`src/rtl/delay_timer_pkg.sv`:
```
// Shared types and constants for the delay timer harness.
// Holds the FSM state encoding, the default countdown width and the
// "no load" value used for start decoding and delayer load gating.
package delay_timer_pkg;

    // Default width of the load value and the countdown.
    localparam int WIDTH = 12;

    // A load value of zero means "nothing to load" for the delayer and
    // selects the zero-delay path in the control FSM.
    localparam logic [WIDTH-1:0] ZERO_LOAD = '0;

    // Two-bit state encoding; the fourth code is illegal and is steered
    // back to IDLE by the FSM default branch.
    typedef enum logic [1:0] {
        IDLE = 2'd0,
        RUN  = 2'd1,
        DONE = 2'd2
    } state_t;

endpackage

```
`src/rtl/delay_timer_harness_countdown.sv`:
```
// Countdown delayer (module delay_countdown).
// A nonzero load value restarts the count; otherwise the count decrements
// once per cycle and saturates at zero. done pulses for one cycle in the
// first cycle the count reads zero after counting down from one.
module delay_countdown #(
    parameter int WIDTH = delay_timer_pkg::WIDTH
) (
    input  logic             clk,
    input  logic             rst,
    input  logic [WIDTH-1:0] load,
    output logic             done,
    output logic             inactive,
    output logic [WIDTH-1:0] countdown
);
    import delay_timer_pkg::*;

    localparam logic [WIDTH-1:0] NO_LOAD = WIDTH'(ZERO_LOAD);
    localparam logic [WIDTH-1:0] ONE     = WIDTH'(1);

    logic [WIDTH-1:0] count_reg;
    logic             done_reg;

    // Load, decrement with saturation at zero, and flag the 1 -> 0 step.
    always_ff @(posedge clk or posedge rst) begin
        if (rst) begin
            count_reg <= '0;
            done_reg  <= 1'b0;
        end else begin
            done_reg <= 1'b0;
            if (load != NO_LOAD) begin
                count_reg <= load;
            end else if (count_reg != NO_LOAD) begin
                count_reg <= count_reg - ONE;
                if (count_reg == ONE) begin
                    done_reg <= 1'b1;
                end
            end
        end
    end

    assign countdown = count_reg;
    assign done      = done_reg;
    assign inactive  = (count_reg == NO_LOAD);

endmodule

```
`src/rtl/delay_timer_harness.sv`:
```
// Programmable delay harness: start decode, control FSM and an optional
// self-checker around a countdown delayer.
// Optional feature macro: DELAY_HARNESS_ASSERT_EN adds a shadow timer and
// immediate assertions; without it the ports and behaviour are identical.
module delay_timer_harness #(
    parameter int WIDTH = delay_timer_pkg::WIDTH
) (
    input  logic             clk,
    input  logic             rst,
    input  logic [WIDTH-1:0] ui__load,
    input  logic             ui__tb_fanout_flags__trigger,
    input  logic             _ui__tb_fanin_flags__in_start,
    input  logic             _ui__tb_fanin_flags__in_done,
    output logic             done,
    output logic             busy,
    output logic [WIDTH-1:0] remaining
);
    import delay_timer_pkg::*;

    localparam logic [WIDTH-1:0] NO_LOAD = WIDTH'(ZERO_LOAD);

    state_t           state_reg;
    logic             done_reg;
    logic             busy_reg;

    logic             load_nonzero;
    logic             start;
    logic             take_start;
    logic [WIDTH-1:0] dly_load;
    logic             dly_done;
    logic             dly_inactive;
    logic [WIDTH-1:0] dly_count;

    // Any of the three request sources starts a delay, but only from IDLE.
    assign load_nonzero = (ui__load != NO_LOAD);
    assign start        = ui__tb_fanout_flags__trigger
                        | _ui__tb_fanin_flags__in_start
                        | load_nonzero;
    assign take_start   = (state_reg == IDLE) && start;

    // The delayer only sees a load value on the accepted start edge, so
    // loads presented during RUN or DONE never disturb the count.
    assign dly_load = take_start ? ui__load : NO_LOAD;

    delay_countdown #(
        .WIDTH (WIDTH)
    ) delayer (
        .clk       (clk),
        .rst       (rst),
        .load      (dly_load),
        .done      (dly_done),
        .inactive  (dly_inactive),
        .countdown (dly_count)
    );

    // Control FSM with registered done/busy outputs.
    always_ff @(posedge clk or posedge rst) begin
        if (rst) begin
            state_reg <= IDLE;
            done_reg  <= 1'b0;
            busy_reg  <= 1'b0;
        end else begin
            case (state_reg)
                IDLE: begin
                    // in_done is meaningless here; a start always wins.
                    if (start) begin
                        busy_reg <= 1'b1;
                        if (load_nonzero) begin
                            state_reg <= RUN;
                            done_reg  <= 1'b0;
                        end else begin
                            // Zero delay: skip RUN and finish immediately.
                            state_reg <= DONE;
                            done_reg  <= 1'b1;
                        end
                    end
                end
                RUN: begin
                    // The delayer pulse and the zero count coincide; the
                    // zero count alone also guarantees RUN can never stall.
                    if (dly_done || dly_inactive) begin
                        state_reg <= DONE;
                        done_reg  <= 1'b1;
                        busy_reg  <= 1'b1;
                    end
                end
                DONE: begin
                    // Acknowledge is honoured even on the DONE entry cycle.
                    if (_ui__tb_fanin_flags__in_done) begin
                        state_reg <= IDLE;
                        done_reg  <= 1'b0;
                        busy_reg  <= 1'b0;
                    end
                end
                default: begin
                    state_reg <= IDLE;
                    done_reg  <= 1'b0;
                    busy_reg  <= 1'b0;
                end
            endcase
        end
    end

    assign done      = done_reg;
    assign busy      = busy_reg;
    assign remaining = dly_count;

`ifdef DELAY_HARNESS_ASSERT_EN
    localparam logic [WIDTH-1:0] ONE = WIDTH'(1);

    logic [WIDTH-1:0] load_reg;
    logic [WIDTH-1:0] shadow_reg;
    logic [WIDTH-1:0] prev_count_reg;
    logic [WIDTH:0]   elapsed_reg;
    logic             timer_ought_to_finish;
    logic             prev_done_reg;
    logic             prev_run_reg;

    // Shadow timer running independently of the delayer, plus history
    // registers used by the checks below.
    always_ff @(posedge clk or posedge rst) begin
        if (rst) begin
            load_reg              <= '0;
            shadow_reg            <= '0;
            prev_count_reg        <= '0;
            elapsed_reg           <= '0;
            timer_ought_to_finish <= 1'b0;
            prev_done_reg         <= 1'b0;
            prev_run_reg          <= 1'b0;
        end else begin
            timer_ought_to_finish <= 1'b0;
            if (take_start) begin
                load_reg    <= ui__load;
                shadow_reg  <= ui__load;
                elapsed_reg <= '0;
            end else begin
                if (shadow_reg != NO_LOAD) begin
                    shadow_reg <= shadow_reg - ONE;
                    if (shadow_reg == ONE) begin
                        timer_ought_to_finish <= 1'b1;
                    end
                end
                if (elapsed_reg != '1) begin
                    elapsed_reg <= elapsed_reg + (WIDTH+1)'(1);
                end
            end
            prev_count_reg <= dly_count;
            prev_done_reg  <= done_reg;
            prev_run_reg   <= (state_reg == RUN);
        end
    end

    // Immediate checks sampled on each rising edge outside reset.
    always @(posedge clk) begin
        if (!rst) begin
            a_state_legal: assert (state_reg != state_t'(2'd3));
            a_shadow_matches_delayer: assert (timer_ought_to_finish == dly_done);
            if (state_reg == RUN && dly_inactive) begin
                a_finish_expected: assert (timer_ought_to_finish);
            end
            if (state_reg == RUN && prev_run_reg) begin
                a_count_monotonic: assert (dly_count <= prev_count_reg);
            end
            if (done_reg && !prev_done_reg && load_reg != NO_LOAD) begin
                a_done_latency: assert (elapsed_reg == {1'b0, load_reg} + (WIDTH+1)'(1));
            end
        end
    end
`endif

endmodule

```
`config.mk`:
```
export PLATFORM = sky130hd
export DESIGN_NAME = delay_timer_harness
export DESIGN_NICKNAME = d
export VERILOG_FILES = /design/src/rtl/delay_timer_pkg.sv /design/src/rtl/delay_timer_harness_countdown.sv /design/src/rtl/delay_timer_harness.sv
export SDC_FILE = /design/constraint.sdc
export NUM_CORES = 1
export LEC_CHECK = 0
export ABC_AREA = 1
export CAP_MARGIN = 10
export CORE_ASPECT_RATIO = 1.2
export CORE_MARGIN = 3
export CORE_UTILIZATION = 44
export DETAILED_ROUTE_END_ITERATION = 10
export PLACE_DENSITY = 0.78
export SLEW_MARGIN = 40
export SYNTH_ARGS = -nofsm -noshare
export SYNTH_HDL_FRONTEND = slang
export SYNTH_HIERARCHICAL = 1
export SYNTH_SLANG_ARGS = --single-unit
export TNS_END_PERCENT = 100
```
`constraint.sdc`:
```
create_clock -name clk -period 1.74 [get_ports clk]
set_input_delay 0.348 -clock clk [delete_from_list [all_inputs] [get_ports clk]]
set_output_delay 0.348 -clock clk [all_outputs]
set_load 0.005 [all_outputs]
```
Yosys cells after proc, flatten, opt, wreduce, memory -nomap -nowiden. Index checks and enable logic that the tools add are counted.

Multiplexer cells: 18. Reduce and logical (&&, ||, !) cells: 9. Equal/unequal tests: 6. Bitwise logic cells: 2. Add/subtract/negate cells: 1.

Operator list (count): 12-bit two-way mux (3); 12-bit nonzero test (3); 12-bit by 1-bit equality test with 1-bit output, second input constant (1); 12-bit logical NOT (1); 12-bit by 1-bit subtractor with 12-bit output, second input constant (1); 1-bit two-way mux (8); 2-bit two-way mux (4); 2-bit inequality test, second input constant (3); 1-bit case mux with 3 select lines (2); 2-bit case mux with 3 select lines (1); 3-bit AND reduction (1); 2-bit by 1-bit equality test with 1-bit output, second input constant (1); 2-bit equality test, second input constant (1); 2-bit logical NOT (1); 1-bit bitwise OR (2); 2-bit nonzero test (1); 1-bit logical AND (1); 1-bit logical OR (1).

Word-level logic and storage cells: 41. Register bits: 17. Bits of input ports: 17. Output and inout bits: 14.

Depth between registers and ports, before layout. Gate-level depths: netlist of run 1.

Word-level depth: 6. Mapped depth: 15. Gate-level depth less buffers: 13.

Hierarchy. The synthesis of run 1 kept the hierarchy.

Modules (own cells, without submodules): delay_countdown (area an instance 925.9 um2, cells an instance 128, times used 1); delay_timer_harness (area an instance 347.8 um2, cells an instance 68, times used 1).

Worst setup path before layout of run 1. OpenSTA, ideal clock, no wires.

Path type: input to register. Start: input port ui__load[11]. End: register delayer.count_reg[4], in the netlist delayer/countdown[4]. Cell stages on the path: 14. Arrival: 1648 ps. Path buffers: 2. Setup time: 121 ps. Slack: -29 ps. Cells stage by stage: nor2_1 nand2_1 nor2_1 nand3_1 nand2_2 buf_6 nor2_1 nor2_1 nand3_2 nor2_4 buf_6 nand3_1 o21ai_1 nor2_1.

Word-level cells in the longest chain between the ends: 6. Elaborated cells on any way between the ends: 7. Those cells by class: mux: 2; bitwise: 1; reduce/logical: 4.

Ends and longest elaborated chain: from (decl) (RTL line delay_timer_harness.sv:10) `input logic [WIDTH-1:0] ui__load,`; 12-bit nonzero test (*) (RTL line delay_timer_harness.sv:35) `assign load_nonzero = (ui__load != NO_LOAD);`; 1-bit bitwise OR (*) (RTL line delay_timer_harness.sv:38) `| load_nonzero;`; 1-bit logical AND (*) (RTL line delay_timer_harness.sv:39) `assign take_start = (state_reg == IDLE) && start;`; 12-bit two-way mux (*) (RTL line delay_timer_harness.sv:43) `assign dly_load = take_start ? ui__load : NO_LOAD;`; named net dly_load[0] (RTL line delay_timer_harness.sv:29) `logic [WIDTH-1:0] dly_load;`; 12-bit nonzero test (*) (RTL line delay_timer_harness_countdown.sv:30) `if (load != NO_LOAD) begin`; 12-bit two-way mux / 2-bit nonzero test (equally long branches); to (signal assigned) (RTL line delay_timer_harness_countdown.sv:31) `count_reg <= load;`; to (signal assigned) (RTL line delay_timer_harness_countdown.sv:33) `count_reg <= count_reg - ONE;`; to (decl) (RTL line delay_timer_harness_countdown.sv:20) `logic [WIDTH-1:0] count_reg;`.

Mark *: on every way through the listed nets, which the timed path passes. The rest lies on a longest branch. A chain may end at the register's enable or synchronous reset.

Worst setup path in the final report of run 1.
Start: register state_reg[0]. End: register delayer.count_reg[7], in the netlist delayer/countdown[7].

Word-level cells in the longest chain between the ends: 5. Elaborated cells on any way between the ends: 6. Those cells by class: mux: 2; reduce/logical: 4.

Ends and longest elaborated chain: from (decl) (RTL line delay_timer_harness.sv:22) `state_t state_reg;`; from (signal assigned) (RTL line delay_timer_harness.sv:59) `state_reg <= IDLE;`; from (signal assigned) (RTL line delay_timer_harness.sv:69) `state_reg <= RUN;`; from (signal assigned) (RTL line delay_timer_harness.sv:73) `state_reg <= DONE;`; 2-bit logical NOT (*) (RTL line delay_timer_harness.sv:39); 1-bit logical AND (*) (RTL line delay_timer_harness.sv:39); 12-bit two-way mux (*) (RTL line delay_timer_harness.sv:43); named net dly_load[7] (RTL line delay_timer_harness.sv:29); 12-bit nonzero test (RTL line delay_timer_harness_countdown.sv:30); 12-bit two-way mux / 2-bit nonzero test (equally long branches).

Marked as above.

==> results of run 1 <==
critical path, delay by kind of cell, from the launching register on:
family	cells	cell delay, ns
DFF	1	0.46
AOI/OAI and AO/OA	1	0.14
and+or+nand+nor	8	1.04
buffers and inverters	1	0.14
metrics by stage:
stage / hold slack [ns] / cell area, µm² / worst slack (ns) / std cells
floorplan: 0.1016 / 1291 / -0.01203 / 196
global placement: 0.4773 / 1753 / -0.7047 / 276
detailed placement: 0.4727 / 1753 / -0.7519 / 276
CTS: 0.2494 / 1982 / 0.005446 / 291
global route: 0.2743 / 2074 / -0.2128 / 294
finish: 0.2572 / 2074 / -0.1558 / 294
power breakdown:
| part | internal (mW) | switching, mW | leakage [nW] |
|---|---|---|---|
| sequential | 0.524 | 0.155 | 0.205 |
| clock | 0.127 | 0.106 | 0.0210 |
| combinational | 1.12 | 1.34 | 0.792 |
| total | 1.77 | 1.60 | 1.02 |
routing by layer:
metal	track usage	wire [µm]
met1	0.2710	1585
met4	0.1307	186
met2	0.4083	2152
met3	0.01609	149
met5	0	0
repair_timing:
action,CTS,global route
buffers inserted,10,3
pin swaps,26,19
gates cloned,1,0
resized for setup,81,23
endpoints found under the setup margin,13,15
cells by family after synthesis:
family	Yosys count	synth area share
AO/OA/AOI/OAI	15	0.06778
AND/OR/NAND/NOR	114	0.4195
adder cells (fa/ha/maj)	3	0.02947
flip-flops	16	0.3143
XOR/XNOR	4	0.02751
buffers and inverters	44	0.1415
synthesized netlist by cell type:
cell type	number
a21boi_1	2
a21oi_1	5
a31oi_1	1
buf_6	2
clkinv_1	1
dfrtp_1	16
ha_1	3
inv_1	39
inv_2	2
nand2_1	32
nand2_2	4
nand3_1	17
nand3_2	3
nand4_1	1
nor2_1	42
nor2_2	8
nor2_4	3
nor3_1	2
nor3_2	1
o21ai_1	5
o21bai_1	1
o31ai_1	1
or2_2	1
xnor2_1	2
xor2_1	2
final timing paths:
check | start | end | slack (ns) | cells after the start
max reg2reg | state_reg[0] | delayer/countdown[7] | -0.16 | 10
min reg2reg | delayer/done | state_reg[0] | 0.50 | 1
min | rst | busy | 0.26 | 2
max | state_reg[0] | delayer/countdown[7] | -0.16 | 10
min in group clk | delayer/done | state_reg[0] | 0.50 | 1
max in group asynchronous | rst | delayer/countdown[7] | 1.00 | 2
layout make-up:
cell class | instances | area, µm² | share of cell area
clock buffer | 4 | 36.28 | 0.01749
inverter | 42 | 160.2 | 0.07720
multi-input combinational | 137 | 905.9 | 0.4367
sequential | 16 | 401.6 | 0.1936
tap | 33 | 41.29 | 0.01990
timing repair buffer | 62 | 529.3 | 0.2551
cell usage in the layout (no fill, tap or decap), types with 3 or more instances in the layout:
cell type	count
a21oi_2	3
buf_2	3
buf_4	29
buf_6	7
clkbuf_2	4
clkbuf_4	3
clkdlybuf4s50_1	16
dfrtp_1	15
ha_1	3
inv_1	38
nand2_1	28
nand2_2	7
nand3_1	14
nand3_2	5
nor2_1	19
nor2_2	17
nor2_4	17
o21ai_1	4
==> qor.txt, run 1 <==
outcome: complete, but fails checks
violated checks: setup timing
clock slew at reported path FFs: 0.08 ns
CP max stage delay: 0.46 ns
CP max-delay cell: dfrtp_2
CTS buffer count: 3
die area: 0.003579 mm²
area leader, netlist: dfrtp_1
post-route ant nets: 0
min-delay worst type: in -> async
vias in the first global route: 1431
FF+latch count, synth: 16
post-DR wirelength/cell: 13.85 µm
die height: 64.94 µm
Synth Area per Inst: 6.499 µm²
Syn Inst Count: 196
GRT Overall Usage: 0.2349
clock skew: 0.005632 ns
RePlAce Congestion: 0.8347
CP Data Arrival Time: 2.05 ns
required time worst endpoint: 1.90 ns
pwr dens: 1628 mW/mm²
setup TNS: -1.174 ns
Mapped Area: 0.001274 mm²
DR pass1 iterations: 4
final worst slack: -0.1558 ns
Synth Warn #: 6
number of nets in the layout: 282
P_leak: 1.018 nW
main area contributors after synthesis: dfrtp_1, nor2_1, inv_1
total number of vias: 1470
Peak VDD IR: 0.9226 mV
post-synth top area share: 0.3143
core area: 0.002653 mm²
pins over their slew limit: 0
max reg flops: 12
# port buffers: 30
final WL: 4073 µm
fmax: 0.5275 GHz
total gr overflow: 0
share of cells above drive strength 1: 0.4138
IO Count: 31
kind of critical path: reg -> reg
# rows: 20
Slew HR: 0.6782
antenna violations before repair: 0
utilization after layout: 0.7821
area grow syn2layout: 62.87%
Clock Latency Late Sink: 0.28 ns
Mapped Nets: 216
RSZ-0062 raised after global routing: true
cells along the critical path: nor2_4 > buf_12 > nand2_8 > nor2_2 > nor2_2 > nand3_2 > nor2_4 > or2_2 > o21ai_1 > nor2_1
Slew @ Worst Pin: 0.4821 ns
CTS H-Tree Depth: 1
hold buffers post-CTS: 0
TritonCTS clock tree: done
Final Cycle Share: 1.090
first-pass GRT wire length: 6134 µm
Residual DRC: 0
crit-path max FO: 6
register area share after synthesis: 0.3143
# fillers: 197
Final Power: 3.377 mW
Clock Root Buffer: clkbuf_4
Starting Density: 0.4802
Bufs on Longest Clock Path: 2
Final Hold Fails: 0
max_cap viols: 0
crit end category: flip-flop
clock sink total: 16
Die X-Extent: 55.12 µm
Iter 0 DRT Violations: 61
vias per inst: 5.000
crit path time final: 1.896 ns
Setup violations, final: 12
largest net degree at the start of global routing: 14
type of origin of the critical path: flip-flop
DP HPWL: 2436 µm
Synth cell types: 25
Ant. Diodes: 0
Note: power is estimated with default switching activity, not from simulation.
==> run 2, diff against run 1 <==
--- a/config.mk
+++ b/config.mk
@@ -12,7 +12,8 @@
 export CORE_UTILIZATION = 44
 export DETAILED_ROUTE_END_ITERATION = 10
 export PLACE_DENSITY = 0.78
-export SLEW_MARGIN = 40
+export SKIP_CTS_REPAIR_TIMING = 1
+export SLEW_MARGIN = 20
 export SYNTH_ARGS = -nofsm -noshare
 export SYNTH_HDL_FRONTEND = slang
 export SYNTH_HIERARCHICAL = 1
==> run 2 against run 1 <==
  * The run still ends with setup timing left
  * Sequential share of layout area up 0.84 points
  * Register-to-register slack better by 0.10 ns
  * Global-route usage down 4.8 points
  * First-iteration DRC count down 44%
  * Combinational power down 6%
  * Hold slack worse by 0.0019 ns
  * Worst setup slack better by 0.10 ns
  * Critical path depth down 1
  * Clock power about the same
  * Sequential power about the same
  * Final cell count down 3.1%
  * Count of clock-buffer cells in the layout unchanged
  * Critical endpoint unchanged
  * Largest cell class unchanged
  * Largest power group unchanged
==> qor.txt, run 2 (synthesized netlist as in run 1, its figures left out) <==
# port buffers: 30
number of nets in the layout: 273
die area: 0.003579 mm²
CP delay by family, top: simple AND/OR/NAND/NOR gates
min-delay worst type: in -> async
first-pass GRT wire length: 5092 µm
number of cells on the critical path: 9
setup TNS: -0.05382 ns
hold_ws: 0.2553 ns
Multi-input gate area: 890.9 µm²
Starting Density: 0.4802
Setup violations, final: 1
leading cell types in the layout, fill and taps excluded: inv_1, nand2_1, buf_4
r2r startpoint: state_reg[0]
RR Endpoint: delayer/countdown[7]
violated checks: setup timing
Final Hold Fails: 0
clock slew at reported path FFs: 0.08 ns
Final Power: 3.229 mW
kind of critical path: reg -> reg
total gr overflow: 0
largest net degree at the start of global routing: 14
pins over their slew limit: 0
# fillers: 200
fmax: 0.5575 GHz
vias in the first global route: 1262
type of origin of the critical path: flip-flop
final worst slack: -0.05382 ns
CP max stage delay: 0.46 ns
CTS buffer count: 3
P_leak: 0.9839 nW
TritonCTS clock tree: done
max_cap viols: 0
setup slack, reg-to-reg: -0.05 ns
RSZ-0062 raised after global routing: true
Bufs on Longest Clock Path: 2
crit-path max FO: 7
Clock Root Buffer: clkbuf_4
GRT Overall Usage: 0.1868
area grow syn2layout: 56.09%
cells along the critical path: nor2_4 > nand2_8 > nor2_2 > nor2_2 > nand3_2 > nor2_4 > or2_2 > o21ai_1 > nor2_1
CP Data Arrival Time: 1.96 ns
clock skew: 0.005121 ns
core area: 0.002653 mm²
CP bufs+invs: 0
outcome: complete, but fails checks
final WL: 3369 µm
Ant. Diodes: 0
Iter 0 DRT Violations: 34
IO Count: 31
required time worst endpoint: 1.91 ns
CP max-delay cell: dfrtp_2
die height: 64.94 µm
crit end category: flip-flop
Final Cycle Share: 1.031
commonest non-fill, non-tap cell in the layout: inv_1
post-route ant nets: 0
vias per inst: 4.905
Die X-Extent: 55.12 µm
Residual DRC: 0
antenna violations before repair: 0
Peak VDD IR: 0.9481 mV
DR pass1 iterations: 4
crit path time final: 1.794 ns
Slew HR: 0.6819
register area: 401.6 µm²
CP Capture Point: delayer/countdown[7]
pwr dens: 1624 mW/mm²
max reg flops: 12
Reg2Reg Depth: 9
RePlAce Congestion: 0.8347
share of cells above drive strength 1: 0.3849
CTS H-Tree Depth: 1
CP Launch Point: state_reg[0]
Post-Place Setup Slack: -0.7519 ns
post-DR wirelength/cell: 11.82 µm
clock sink total: 16
Slew @ Worst Pin: 0.4767 ns
# rows: 20
DP HPWL: 2436 µm
total number of vias: 1398
Clock Latency Late Sink: 0.27 ns
==> run 2: cell count changes in the layout (fill, tap and decap cells not counted), moves of 2 or more <==
cell            before  now
buf_2                3    0
buf_4               29   21
buf_6                7    4
buf_8                0    2
clkbuf_2             4    8
dlygate4sd2_1        2    0
dlymetal6s2s_1       0    2
nor2_4              17   15
==> run 2: layout make-up <==
| type | instances | share of cell area |
|---|---|---|
| Clock buffer | 4 | 0.01825 |
| Inverter | 42 | 0.08055 |
| Multi-Input combinational cell | 137 | 0.4481 |
| Sequential cell | 16 | 0.2020 |
| Tap cell | 33 | 0.02077 |
| Timing Repair Buffer | 53 | 0.2303 |
==> run 2: per-layer routing <==
layer,vias up,part of all wire,wire (µm),track usage
met1,636,0.42,1414,0.2493
met2,39,0.54,1817,0.3092
met3,4,0.029,98,0.01149
met4,0,0.011,38,0.06687
met5,-,0,0,0
li1,719,-,-,-
==> run 2: how the worst min path moves through the flow <==
stage	slack [ns]	cells after the start	endpoint	from
after floorplan	0.10	1	busy	rst
after global placement	0.48	1	state_reg[0]	delayer/done
after CTS	0.25	2	busy	rst
after detailed placement	0.47	1	state_reg[0]	delayer/done
final	0.26	2	busy	rst
after global routing	0.27	2	done	rst
==> run 2: per-stage QoR <==
stage          instance area, µm²    util  cells
4_1_cts                      1789  0.6745    280
3_3_place_gp                 1753  0.6608    276
5_1_grt                      1988  0.7495    285
6_report                     1988  0.7495    285
2_1_floorplan                1291       -    196
3_5_place_dp                 1753  0.6608    276
==> run 2: report_power, final <==
group | internal (mW) | total, mW | leakage (nW) | switching, mW
combinational | 1.06 | 2.32 | 0.758 | 1.26
sequential | 0.524 | 0.680 | 0.205 | 0.156
clock | 0.127 | 0.232 | 0.0210 | 0.105
